`config.mk`:
```
export PLATFORM = sky130hd
export DESIGN_NAME = bp_update_scheduler_flat
export DESIGN_NICKNAME = d
export VERILOG_FILES = /design/src/rtl/bp_update_scheduler_if.sv /design/src/rtl/bp_update_scheduler.sv /design/src/flat_wrapper.sv
export SDC_FILE = /design/constraint.sdc
export NUM_CORES = 1
export LEC_CHECK = 0
export ABC_CLOCK_PERIOD_IN_PS = 7800
export CAP_MARGIN = 25
export CORE_MARGIN = 3
export CORE_UTILIZATION = 56
export DETAILED_ROUTE_END_ITERATION = 8
export GPL_ROUTABILITY_DRIVEN = 0
export PLACE_DENSITY = 0.82
export SYNTH_ARGS = -nofsm -noshare
export SYNTH_HDL_FRONTEND = slang
export SYNTH_SLANG_ARGS = --single-unit
```
`constraint.sdc`:
```
create_clock -name clk -period 7.8 [get_ports clk]
set_input_delay 1.17 -clock clk [delete_from_list [all_inputs] [get_ports clk]]
set_output_delay 1.17 -clock clk [all_outputs]
set_load 0.1 [all_outputs]
```
`src/rtl/bp_update_scheduler_if.sv`:
```
// Execute-stage branch inputs and predictor-table write bus for bp_update_scheduler.
// The scheduler uses the slave modport; the execute/table side uses master.
interface bp_update_scheduler_if #(
    parameter int IDX_W = 10
);
    logic              init_req;
    logic              branch1E;
    logic              branch2E;
    logic [31:0]       Pc1E;
    logic [31:0]       Pc2E;
    logic              actual_take1E;
    logic              actual_take2E;
    logic              pred_take1E;
    logic              pred_take2E;
    logic              in_ready;
    logic              tbl_we;
    logic              tbl_clear;
    logic [IDX_W-1:0]  tbl_index;
    logic              tbl_take;
    logic              tbl_mispred;
    logic              init_busy;

    modport slave (
        input  init_req, branch1E, branch2E, Pc1E, Pc2E,
               actual_take1E, actual_take2E, pred_take1E, pred_take2E,
        output in_ready, tbl_we, tbl_clear, tbl_index, tbl_take, tbl_mispred, init_busy
    );

    modport master (
        output init_req, branch1E, branch2E, Pc1E, Pc2E,
               actual_take1E, actual_take2E, pred_take1E, pred_take2E,
        input  in_ready, tbl_we, tbl_clear, tbl_index, tbl_take, tbl_mispred, init_busy
    );
endinterface

```
`src/rtl/bp_update_scheduler.sv`:
```
// Serialises up to two resolved branches per cycle onto a single-port predictor table
// write bus, and clears the table after reset/flush. Optional counters: BP_UPD_STAT_EN.
module bp_update_scheduler #(
    parameter int IDX_W = 10,
    parameter int DEPTH = 4
) (
    input  logic clk,
    input  logic rst,
    bp_update_scheduler_if.slave bus
`ifdef BP_UPD_STAT_EN
    ,
    output logic [31:0] stat_upd_cnt,
    output logic [31:0] stat_mispred_cnt
`endif
);
    localparam int PW = (DEPTH > 1) ? $clog2(DEPTH) : 1;
    localparam int CW = PW + 1;
    localparam logic [PW-1:0] ONE = PW'(1);

    typedef enum logic {INIT, RUN} state_t;

    typedef struct packed {
        logic [IDX_W-1:0] idx;
        logic             take;
        logic             mis;
    } entry_t;

    state_t           state, state_nx;
    logic [IDX_W-1:0] sweep, sweep_nx;
    logic [PW-1:0]    rd_ptr, wr_ptr;
    logic [CW-1:0]    count, count_nx, free;
    entry_t           mem [DEPTH];
    entry_t           e1, e2, first, head;
    logic             acc, enq1, enq2, deq;
    logic [1:0]       enq_n;

    logic             we_q, clear_q, take_q, mis_q;
    logic [IDX_W-1:0] index_q;

    logic unused_pc;
    assign unused_pc = ^{bus.Pc1E[31:IDX_W+2], bus.Pc1E[1:0], bus.Pc2E[31:IDX_W+2], bus.Pc2E[1:0]};

    assign e1 = '{idx: bus.Pc1E[IDX_W+1:2], take: bus.actual_take1E,
                  mis: bus.pred_take1E ^ bus.actual_take1E};
    assign e2 = '{idx: bus.Pc2E[IDX_W+1:2], take: bus.actual_take2E,
                  mis: bus.pred_take2E ^ bus.actual_take2E};

    // Ready looks only at the registered count, so it never depends on this cycle's pop.
    assign free         = CW'(DEPTH) - count;
    assign bus.in_ready = (state == RUN) && (free >= CW'(2));
    assign bus.init_busy = (state == INIT);

    assign acc   = bus.in_ready && !bus.init_req;
    assign enq1  = acc && bus.branch1E;
    assign enq2  = acc && bus.branch2E;
    assign enq_n = {1'b0, enq1} + {1'b0, enq2};
    assign first = enq1 ? e1 : e2;

    // An empty FIFO bypasses the incoming first entry straight to the write bus.
    assign head     = (count != '0) ? mem[rd_ptr] : first;
    assign deq      = (state == RUN) && !bus.init_req && ((count != '0) || (enq_n != 2'd0));
    assign count_nx = count + CW'(enq_n) - CW'(deq);

    always_comb begin
        state_nx = state;
        sweep_nx = sweep;
        if (bus.init_req) begin
            state_nx = INIT;
            sweep_nx = '0;
        end else if (state == INIT) begin
            sweep_nx = sweep + IDX_W'(1);
            if (sweep == '1) state_nx = RUN;
        end
    end

    always_ff @(posedge clk) begin
        if (acc && enq_n != 2'd0) mem[wr_ptr] <= first;
        if (enq1 && enq2)         mem[wr_ptr + ONE] <= e2;
    end

    always_ff @(posedge clk) begin
        if (rst) begin
            state   <= INIT;
            sweep   <= '0;
            rd_ptr  <= '0;
            wr_ptr  <= '0;
            count   <= '0;
            we_q    <= 1'b0;
            clear_q <= 1'b0;
            index_q <= '0;
            take_q  <= 1'b0;
            mis_q   <= 1'b0;
`ifdef BP_UPD_STAT_EN
            stat_upd_cnt     <= '0;
            stat_mispred_cnt <= '0;
`endif
        end else begin
            state <= state_nx;
            sweep <= sweep_nx;
            if (bus.init_req) begin
                rd_ptr  <= '0;
                wr_ptr  <= '0;
                count   <= '0;
                we_q    <= 1'b0;
                clear_q <= 1'b0;
            end else if (state == INIT) begin
                we_q    <= 1'b1;
                clear_q <= 1'b1;
                index_q <= sweep;
                take_q  <= 1'b0;
                mis_q   <= 1'b0;
            end else begin
                wr_ptr  <= wr_ptr + PW'(enq_n);
                rd_ptr  <= rd_ptr + PW'(deq);
                count   <= count_nx;
                we_q    <= deq;
                clear_q <= 1'b0;
                if (deq) begin
                    index_q <= head.idx;
                    take_q  <= head.take;
                    mis_q   <= head.mis;
                end
            end
`ifdef BP_UPD_STAT_EN
            if (deq) begin
                stat_upd_cnt <= stat_upd_cnt + 32'd1;
                if (head.mis) stat_mispred_cnt <= stat_mispred_cnt + 32'd1;
            end
`endif
        end
    end

    assign bus.tbl_we      = we_q;
    assign bus.tbl_clear   = clear_q;
    assign bus.tbl_index   = index_q;
    assign bus.tbl_take    = take_q;
    assign bus.tbl_mispred = mis_q;
endmodule

```
`src/flat_wrapper.sv`:
```
// flat-port wrapper written by rule: the top's interface ports become plain ports
module bp_update_scheduler_flat 
#(
    parameter int IDX_W = 10,
    parameter int DEPTH = 4
)
  (clk, rst, bus_init_req, bus_branch1E, bus_branch2E, bus_Pc1E, bus_Pc2E, bus_actual_take1E, bus_actual_take2E, bus_pred_take1E, bus_pred_take2E, bus_in_ready, bus_tbl_we, bus_tbl_clear, bus_tbl_index, bus_tbl_take, bus_tbl_mispred, bus_init_busy);
  bp_update_scheduler_if #(.IDX_W(IDX_W)) bus_i ();
  input  logic clk;
  input  logic rst;
  input wire logic [$bits(bus_i.init_req)-1:0] bus_init_req;
  input wire logic [$bits(bus_i.branch1E)-1:0] bus_branch1E;
  input wire logic [$bits(bus_i.branch2E)-1:0] bus_branch2E;
  input wire logic [$bits(bus_i.Pc1E)-1:0] bus_Pc1E;
  input wire logic [$bits(bus_i.Pc2E)-1:0] bus_Pc2E;
  input wire logic [$bits(bus_i.actual_take1E)-1:0] bus_actual_take1E;
  input wire logic [$bits(bus_i.actual_take2E)-1:0] bus_actual_take2E;
  input wire logic [$bits(bus_i.pred_take1E)-1:0] bus_pred_take1E;
  input wire logic [$bits(bus_i.pred_take2E)-1:0] bus_pred_take2E;
  output wire logic [$bits(bus_i.in_ready)-1:0] bus_in_ready;
  output wire logic [$bits(bus_i.tbl_we)-1:0] bus_tbl_we;
  output wire logic [$bits(bus_i.tbl_clear)-1:0] bus_tbl_clear;
  output wire logic [$bits(bus_i.tbl_index)-1:0] bus_tbl_index;
  output wire logic [$bits(bus_i.tbl_take)-1:0] bus_tbl_take;
  output wire logic [$bits(bus_i.tbl_mispred)-1:0] bus_tbl_mispred;
  output wire logic [$bits(bus_i.init_busy)-1:0] bus_init_busy;
  assign bus_i.init_req = bus_init_req;
  assign bus_i.branch1E = bus_branch1E;
  assign bus_i.branch2E = bus_branch2E;
  assign bus_i.Pc1E = bus_Pc1E;
  assign bus_i.Pc2E = bus_Pc2E;
  assign bus_i.actual_take1E = bus_actual_take1E;
  assign bus_i.actual_take2E = bus_actual_take2E;
  assign bus_i.pred_take1E = bus_pred_take1E;
  assign bus_i.pred_take2E = bus_pred_take2E;
  assign bus_in_ready = bus_i.in_ready;
  assign bus_tbl_we = bus_i.tbl_we;
  assign bus_tbl_clear = bus_i.tbl_clear;
  assign bus_tbl_index = bus_i.tbl_index;
  assign bus_tbl_take = bus_i.tbl_take;
  assign bus_tbl_mispred = bus_i.tbl_mispred;
  assign bus_init_busy = bus_i.init_busy;
  bp_update_scheduler #(.IDX_W(IDX_W), .DEPTH(DEPTH)) u_core (.clk(clk), .rst(rst), .bus(bus_i));
endmodule
```
Yosys cells after proc, flatten, opt, wreduce, memory -nomap -nowiden:

Memories as Yosys holds them, arrays and structs flattened. A register that Yosys moved wholly into a read port is not among the register bits.
Cells that the tools add are included.

* flip-flop bits (word level): 32
* memories: 1
* input port bits: 73
* word-level logic and storage cells: 58
* memory bits (writable): 48
* latch bits: 0
* output and inout bits: 16
* ROM bits: 0

* $add $sub $neg: 8
* multiply operators: 0
* equal/unequal tests: 2
* order comparisons: 1
* divide/modulo/power cells: 0
* bitwise operators: 4
* mux-type cells: 18
* shift operators: 0
* reduce and logical (&&, ||, !) cells: 14

Memories
* u_core.mem: words 4, width 12, rd ports 1, clocked after memory_dff 1, wr ports 2, RTL line bp_update_scheduler.sv:32 `entry_t mem [DEPTH];`

Operators by type and width (count)
* 12-bit 2-to-1 mux: 2
* 10-bit 2-to-1 mux: 2
* 1-bit 2-to-1 mux: 12
* 10-bit by 1-bit adder with 10-bit output, second input constant: 1
* 10-bit == test, second input constant: 1
* 1-bit logical AND: 8
* 2-bit 2-to-1 mux: 2
* 3-bit by 2-bit adder with 3-bit output: 1
* 3-bit by 2-bit greater-or-equal comparator with 1-bit output, second input constant: 1
* 3-bit nonzero test: 1
* 3-bit by 1-bit subtractor with 3-bit output: 1
* 3-bit subtractor, first input constant: 1
* 1-bit by 1-bit adder with 2-bit output: 1
* 2-bit by 1-bit adder with 2-bit output: 1
* 2-bit by 1-bit adder with 2-bit output, second input constant: 1
* 2-bit adder: 1
* 2-bit != test, second input constant: 1
* 1-bit inverter: 2
* 2-bit AND reduction: 1
* 2-bit nonzero test: 1
* 2-bit OR reduction: 1
* 1-bit XOR: 2
* 1-bit zero test: 1
* 1-bit logical OR: 1

Logic depth before layout (Yosys ltp):

Gate-level depths: netlist of run 1.

* word-level depth: 12
* depth in mapped cells: 18
* mapped depth without buffers: 17

Least setup slack after synthesis of run 1:

Ideal clock, no wire load.

* path kind: reg2out
* start point: reg u_core.state
* end point: out bus_in_ready
* cell stages (with the launch flop): 4
* data arrival time: 2561 ps
* path buffers: 1
* path slack: 4069 ps
* data required time: 6630 ps
* path through: dfxtp_1 inv_1 buf_1 nor2_1

* longest elaborated chain between the ends: 1

RTL lines
* from (decl): RTL line bp_update_scheduler.sv:28 `state_t state, state_nx;`
* from (signal assigned): RTL line bp_update_scheduler.sv:98 `state <= state_nx;`
* 1-bit logical AND: RTL line bp_update_scheduler.sv:50 `assign bus.in_ready = (state == RUN) && (free >= CW'(2));`
* to (decl): RTL line flat_wrapper.sv:20 `output wire logic [$bits(bus_i.in_ready)-1:0] bus_in_ready;`

Every way passes these cells.

Worst setup path in the final report of run 1:

Ends and elaborated chain as after synthesis.

==> out/results.txt, run 1 <==
Core area = 0.007408 mm^2
Post-synth cell types = 47
Vias in the first global route = 3,171
Register area share after synthesis = 48.65%
CP startpoint kind = register
EDFF count, synth = 48
Crit path capture type = output pin
WL/cell = 19.32 um
Post-CTS Hold Buffers = 0
Grt total ovfl = 0
Setup_tns = 0 ps
Dpl hpwl = 6414 um
ANT nets after route = 0
Num rows = 31
Post-Syn Nets = 457
DRT Pass-1 Iters = 4
Via density = 6.045
Cell area after synthesis = 0.004362 mm^2
Worst Hold Class = register to register
Status = finished clean
First-pass GRT wire length = 15,940 um
Final setup viols = 0
Slew Limit Headroom = 33.45%
Max Cap Viol = 0
PortBufs = 44
Final period util = 54.41%
Final net count = 494
GRT Util Overall = 23.79%
Worst-path clk slew = 90 ps
Crit-path cells = inv_1 -> nor2_1 -> clkdlybuf4s50_1
CP Data Arrival Time = 3070 ps
Die Ht = 94.26 um
Area growth syn-to-layout = 15.95%
Clk_lat worst skew = 370 ps
Most common cell after layout, fill and taps aside = mux2_2
Bufs on Longest Clock Path = 2
Peak Freq = 235.6 MHz
Total power = 875.4 uW
Setup bufs post-CTS = 0
Via Count = 3,113
RSZ-0062 raised after global routing = no
Main flop type after synthesis = edfxtp_1
Leakage = 1.657 nW
Post-synthesis register bit count = 82
Slew Limit Fails = 0
Iter 0 DRT Violations = 243
Die X = 94.26 um
Crit path kind = register to output pin
Diodes inserted = 0
Share of cells above drive strength 1 = 21.63%
CTS Buf Count = 9
Residual DRC count = 0
Time the worst path needs with I/O delays and setup = 4244 ps
Fin. Hold Viols = 0
Final WS setup = 3556 ps
CTS tree = yes
Worst-path fanout max = 24
Die area = 0.008884 mm^2
Mean area per synthesized cell = 11.66 um^2
Yosys warning count = 0
Power density over cell area = 173.1 mW/mm^2
CP max-delay cell = clkdlybuf4s50_1
Most frequent cells in the layout = mux2_2 (50), edfxtp_1 (48), clkdlybuf4s50_1 (44)
Final setup skew = 10.56 ps
CTS H-tree depth = 3
Initial core utilization = 58.88%
Sink Count = 82
Worst Path Required = 6630 ps
Initial antenna violation count = 0
Worst VDD drop = 109.7 uV
Largest net degree at the start of global routing = 27
Place WS = 3340 ps
Post-Synthesis Cells = 374
Ys async rst share = 0%
Worst slew pin tran = 995.1 ps
DRT Wirelength = 9948 um
PostCTS Resize Cnt = 0
Num ports = 89
Root Driver = clkbuf_8
CP peak stage delay = 1150 ps
[cell usage after synthesis (2+ instances only)]
| library cell | n | area [um^2] |
|---|---|---|
| a211oi_1 | 2 | 15.01 |
| a21oi_1 | 4 | 20.02 |
| a21oi_2 | 2 | 17.52 |
| a22o_1 | 2 | 17.52 |
| a311o_1 | 10 | 100.1 |
| a311oi_1 | 2 | 17.52 |
| a311oi_2 | 8 | 120.1 |
| and3_1 | 2 | 12.51 |
| buf_1 | 2 | 7.510 |
| buf_2 | 6 | 30.03 |
| buf_4 | 5 | 37.54 |
| buf_6 | 4 | 45.04 |
| clkbuf_1 | 7 | 26.28 |
| dfxtp_1 | 34 | 680.7 |
| edfxtp_1 | 48 | 1441 |
| ha_1 | 9 | 112.6 |
| inv_1 | 8 | 30.03 |
| mux2_1 | 16 | 180.2 |
| mux2_2 | 50 | 563.0 |
| mux2i_1 | 8 | 80.08 |
| nand2_1 | 18 | 67.56 |
| nand2b_1 | 3 | 18.77 |
| nand3_1 | 17 | 85.08 |
| nand4_1 | 2 | 12.51 |
| nor2_1 | 36 | 135.1 |
| nor2b_1 | 6 | 37.54 |
| nor3_1 | 4 | 20.02 |
| nor4_1 | 2 | 12.51 |
| o21ai_0 | 13 | 65.06 |
| o21ai_1 | 2 | 10.01 |
| o22ai_1 | 11 | 68.82 |
| or2_2 | 2 | 12.51 |
| or3_1 | 2 | 12.51 |
| xnor2_1 | 9 | 78.83 |
| xor2_1 | 6 | 52.55 |
[final cells by class]
cell class	count	area [um^2]
multi-input combinational	259	2066
clock inverter	4	27.53
inverter	9	33.78
tap	99	123.9
timing repair buffer	50	485.5
fill	531	2351
clock buffer	12	198.9
sequential	82	2122
[per-stage QoR]
step | area (um^2) | std cells | utilization, % | hold WS, ps
3_5_place_dp | 4831 | 499 | 65.21 | 494.1
3_3_place_gp | 4831 | 499 | 65.21 | 493.9
4_1_cts | 5057 | 515 | 68.27 | 507.2
2_1_floorplan | 4362 | 374 | - | 476.3
6_report | 5057 | 515 | 68.27 | 503.8
5_1_grt | 5057 | 515 | 68.27 | 525.5
[state kept, by name, summed over array words and instances, names as in the netlist, named ones only]
register and flops:
u_core.wr_ptr 2, u_core.state 1, u_core.bus.tbl_index 10, u_core.rd_ptr 2, u_core.count 3, u_core.sweep 10, u_core.mem 48, u_core.bus.tbl_mispred 1
u_core.bus.tbl_take 1, u_core.bus.tbl_clear 1, u_core.bus.tbl_we 1
[metal layers]
layer | global-route usage [%] | vias up | share of wire [%]
met3 | 5.048 | 19 | 7.8
met4 | 10.11 | 0 | 1.8
met5 | 0 | - | 0
li1 | - | 1464 | -
met2 | 40.54 | 127 | 50
met1 | 29.01 | 1503 | 40
[path summary, 6_finish.rpt]
path | slack (ps) | start | depth (start not counted) | end
worst max-delay path | 3560 | u_core.state$_SDFF_PP0_ | 3 | bus_in_ready
worst min-delay path | 500 | u_core.bus.tbl_index[2]$_SDFFE_PP0P_ | 2 | u_core.bus.tbl_index[2]$_SDFFE_PP0P_
worst max register to register | 4110 | u_core.count[0]$_SDFFE_PP0P_ | 11 | u_core.mem[3][11]$_DFFE_PP_
worst min register to register | 500 | u_core.bus.tbl_index[2]$_SDFFE_PP0P_ | 2 | u_core.bus.tbl_index[2]$_SDFFE_PP0P_
[worst max-delay path: cells and delay by family (launching register included)]
family / cells / cell delay [ps]
buf+inv: 2 / 1730
flops: 1 / 750
simple gates: 1 / 220
[cells by family (layout without fill, tap and decap cells)]
| kind of cell | count (synthesis) | count (layout) | share of synthesized area [%] |
|---|---|---|---|
| and+or+nand+nor | 100 | 100 | 11.16 |
| DFF | 82 | 82 | 48.65 |
| muxes | 74 | 74 | 18.88 |
| AOI/OAI and AO/OA | 60 | 60 | 11.13 |
| buffers and inverters | 33 | 75 | 4.131 |
| xor gates and xnor gates | 15 | 15 | 3.012 |
| adders and majority gates | 10 | 10 | 3.041 |
[power breakdown]
group | total, mW | switching (mW) | leakage (nW) | internal, mW
Combinational | 0.0791 | 0.0471 | 0.831 | 0.0320
Sequential | 0.463 | 0.00209 | 0.708 | 0.461
Clock | 0.334 | 0.160 | 0.118 | 0.174
Total | 0.875 | 0.209 | 1.66 | 0.666
No activity file was read; power rests on OpenSTA's default activity.
==> inputs of run 2 (changes only) <==
--- a/config.mk
+++ b/config.mk
@@ -5,13 +5,13 @@
 export SDC_FILE = /design/constraint.sdc
 export NUM_CORES = 1
 export LEC_CHECK = 0
-export ABC_CLOCK_PERIOD_IN_PS = 7800
+export ABC_CLOCK_PERIOD_IN_PS = 3500
 export CAP_MARGIN = 25
 export CORE_MARGIN = 3
-export CORE_UTILIZATION = 56
+export CORE_UTILIZATION = 47
 export DETAILED_ROUTE_END_ITERATION = 8
 export GPL_ROUTABILITY_DRIVEN = 0
-export PLACE_DENSITY = 0.82
+export PLACE_DENSITY = 0.73
 export SYNTH_ARGS = -nofsm -noshare
 export SYNTH_HDL_FRONTEND = slang
 export SYNTH_SLANG_ARGS = --single-unit
==> constraint.sdc (replaced) <==
create_clock -name clk -period 3.5 [get_ports clk]
set_input_delay 0.525 -clock clk [delete_from_list [all_inputs] [get_ports clk]]
set_output_delay 0.525 -clock clk [all_outputs]
set_load 0.1 [all_outputs]
==> out/results.txt, run 2 (same netlist as run 1, synthesis figures left out) <==
GRT Util Overall = 19.85%
Via density = 5.842
Slew Limit Fails = 0
Grt total ovfl = 0
Status = finished clean
Final instance area = 0.005146 mm^2
CP Capture Point = u_core.count[2]$_SDFFE_PP0P_
Clk_lat worst skew = 360 ps
Initial core utilization = 49.29%
WHS Path Cells = 2
Fin cells = 531
Seq pwr share = 50.7%
Num rows = 34
DRT Pass-1 Iters = 4
Slew Limit Headroom = 34.58%
Bufs on Longest Clock Path = 2
Crit path capture type = register
WL/cell = 18.51 um
Sw Share = 22.80%
Die area = 0.01047 mm^2
Final period util = 90.42%
Clock power share = 40.7%
Die Ht = 102.3 um
Dpl cell area = 0.004890 mm^2
Placed insts = 515
Root Driver = clkbuf_8
Final net count = 501
Worst slew pin tran = 978.2 ps
CP startpoint kind = register
ANT nets after route = 0
Largest Register = u_core.mem
Switch Pwr = 463.8 uW
Post-CTS Hold Buffers = 0
Diodes inserted = 0
Reg2Reg Setup Slack = 340 ps
Time the worst path needs with I/O delays and setup = 3165 ps
DRT Wirelength = 9828 um
Logic pwr share = 8.6%
Worst VDD drop = 189.7 uV
Cell internal pwr = 1.570 mW
Setup_tns = 0 ps
Vias in the first global route = 3,024
Worst-path clk slew = 90 ps
Worst Path Required = 3740 ps
Crit path kind = register to register
Final setup viols = 0
Core area = 0.008848 mm^2
Worst r2r path cells = 15
Via Count = 3,102
Final setup skew = 6.182 ps
RR Endpoint = u_core.count[2]$_SDFFE_PP0P_
Sink Count = 82
Power density over cell area = 395.2 mW/mm^2
Residual DRC count = 0
Num ports = 89
Worst r2r src = u_core.count[0]$_SDFFE_PP0P_
Fin. Hold Viols = 0
Most common cell after layout, fill and taps aside = mux2_2
Leakage = 1.691 nW
Area growth syn-to-layout = 17.99%
Fillers = 748
Dpl hpwl = 6486 um
First-pass GRT wire length = 15,520 um
Initial antenna violation count = 0
RSZ-0062 raised after global routing = no
Max FFs per register = 48
CP startpoint = u_core.count[0]$_SDFFE_PP0P_
Largest net degree at the start of global routing = 27
Peak Freq = 316.0 MHz
Worst Hold Class = register to register
Worst-path fanout max = 4
Total power = 2.034 mW
CTS Buf Count = 9
CTS H-tree depth = 3
Die X = 102.3 um
Share of cells above drive strength 1 = 23.17%
Iter 0 DRT Violations = 176
Most frequent cells in the layout = mux2_2 (50), edfxtp_1 (48), clkdlybuf4s50_1 (42)
PortBufs = 44
CTS tree = yes
Max Cap Viol = 0
CP Data Arrival Time = 3400 ps
==> run 2: changes by cell type in the layout (fill, tap and decap cells not counted), moves of 2 or more <==
cell	change
a21oi_2	-2
bufinv_16	+3
clkinvlp_4	+2
clkbuf_16	-3
a21oi_4	+2
buf_4	+9
clkinv_2	-2
clkdlybuf4s50_1	-2
==> run 2: repair_timing <==
| item | CTS | global route |
|---|---|---|
| endpoints found under the setup margin | 0 | 7 |
| gates resized for setup | 0 | 2 |
| buffers inserted | 0 | 0 |
| hold endpoints to repair | 0 | 0 |
==> run 2: stage by stage <==
stage,hold WS [ps],util (%),setup slack [ps]
finish,512.6,58.16,335.4
global placement,482.8,55.26,190.8
detailed placement,497.2,55.26,140.5
floorplan,476.3,-,395.2
CTS,512.9,57.99,168.9
global route,530.3,58.16,117.8
==> run 2: worst min path at each step <==
stage / from / end
finish: u_core.bus.tbl_index[2]$_SDFFE_PP0P_ / u_core.bus.tbl_index[2]$_SDFFE_PP0P_
floorplan: u_core.sweep[9]$_SDFFE_PP0N_ / u_core.state$_SDFF_PP0_
global route: u_core.bus.tbl_mispred$_SDFFE_PP0P_ / u_core.bus.tbl_mispred$_SDFFE_PP0P_
global placement: u_core.bus.tbl_mispred$_SDFFE_PP0P_ / u_core.bus.tbl_mispred$_SDFFE_PP0P_
detailed placement: u_core.bus.tbl_take$_SDFFE_PP0P_ / u_core.bus.tbl_take$_SDFFE_PP0P_
CTS: u_core.bus.tbl_index[2]$_SDFFE_PP0P_ / u_core.bus.tbl_index[2]$_SDFFE_PP0P_
==> run 2: power groups by stage <==
stage / clock network [mW] / logic, mW / registers [mW]
3_5_place_dp: 0 / 0.175 / 1.05
6_report: 0.828 / 0.174 / 1.03
4_1_cts: 0.839 / 0.176 / 1.03
2_1_floorplan: 0 / 0.0541 / 1.10
3_3_place_gp: 0 / 0.172 / 1.05
5_1_grt: 0.878 / 0.187 / 1.03
==> run 2: final cells by class <==
cell class / count / area, um^2 / share of cell area (%)
flip-flops and latches: 82 / 2122 / 41.24
multi-input cells: 259 / 2081 / 40.43
repair buffers: 57 / 533.0 / 10.36
well taps: 108 / 135.1 / 2.626
clock buffers: 9 / 123.9 / 2.407
clock inverters: 7 / 117.6 / 2.285
inverters: 9 / 33.78 / 0.6565
==> run 2: routing by layer <==
metal	GRT usage, %	wire length, um	vias to the layer above
li1	-	-	1476
met1	25.56	4291	1516
met2	33.58	4802	96
met3	2.867	533	14
met4	8.073	201	0
met5	0	0	-
==> run 2: worst max-delay path, stage by stage (launching register included) <==
cell	delay, ps
dfxtp_1	350
inv_1	80
ha_1	190
ha_1	290
or3b_1	380
nand3_1	140
ha_1	250
nand2_1	120
nand3_1	170
nand2_1	70
ha_1	190
fa_1	390
xnor2_1	130
nor2_1	110
xnor2_1	130
nor2_1	60
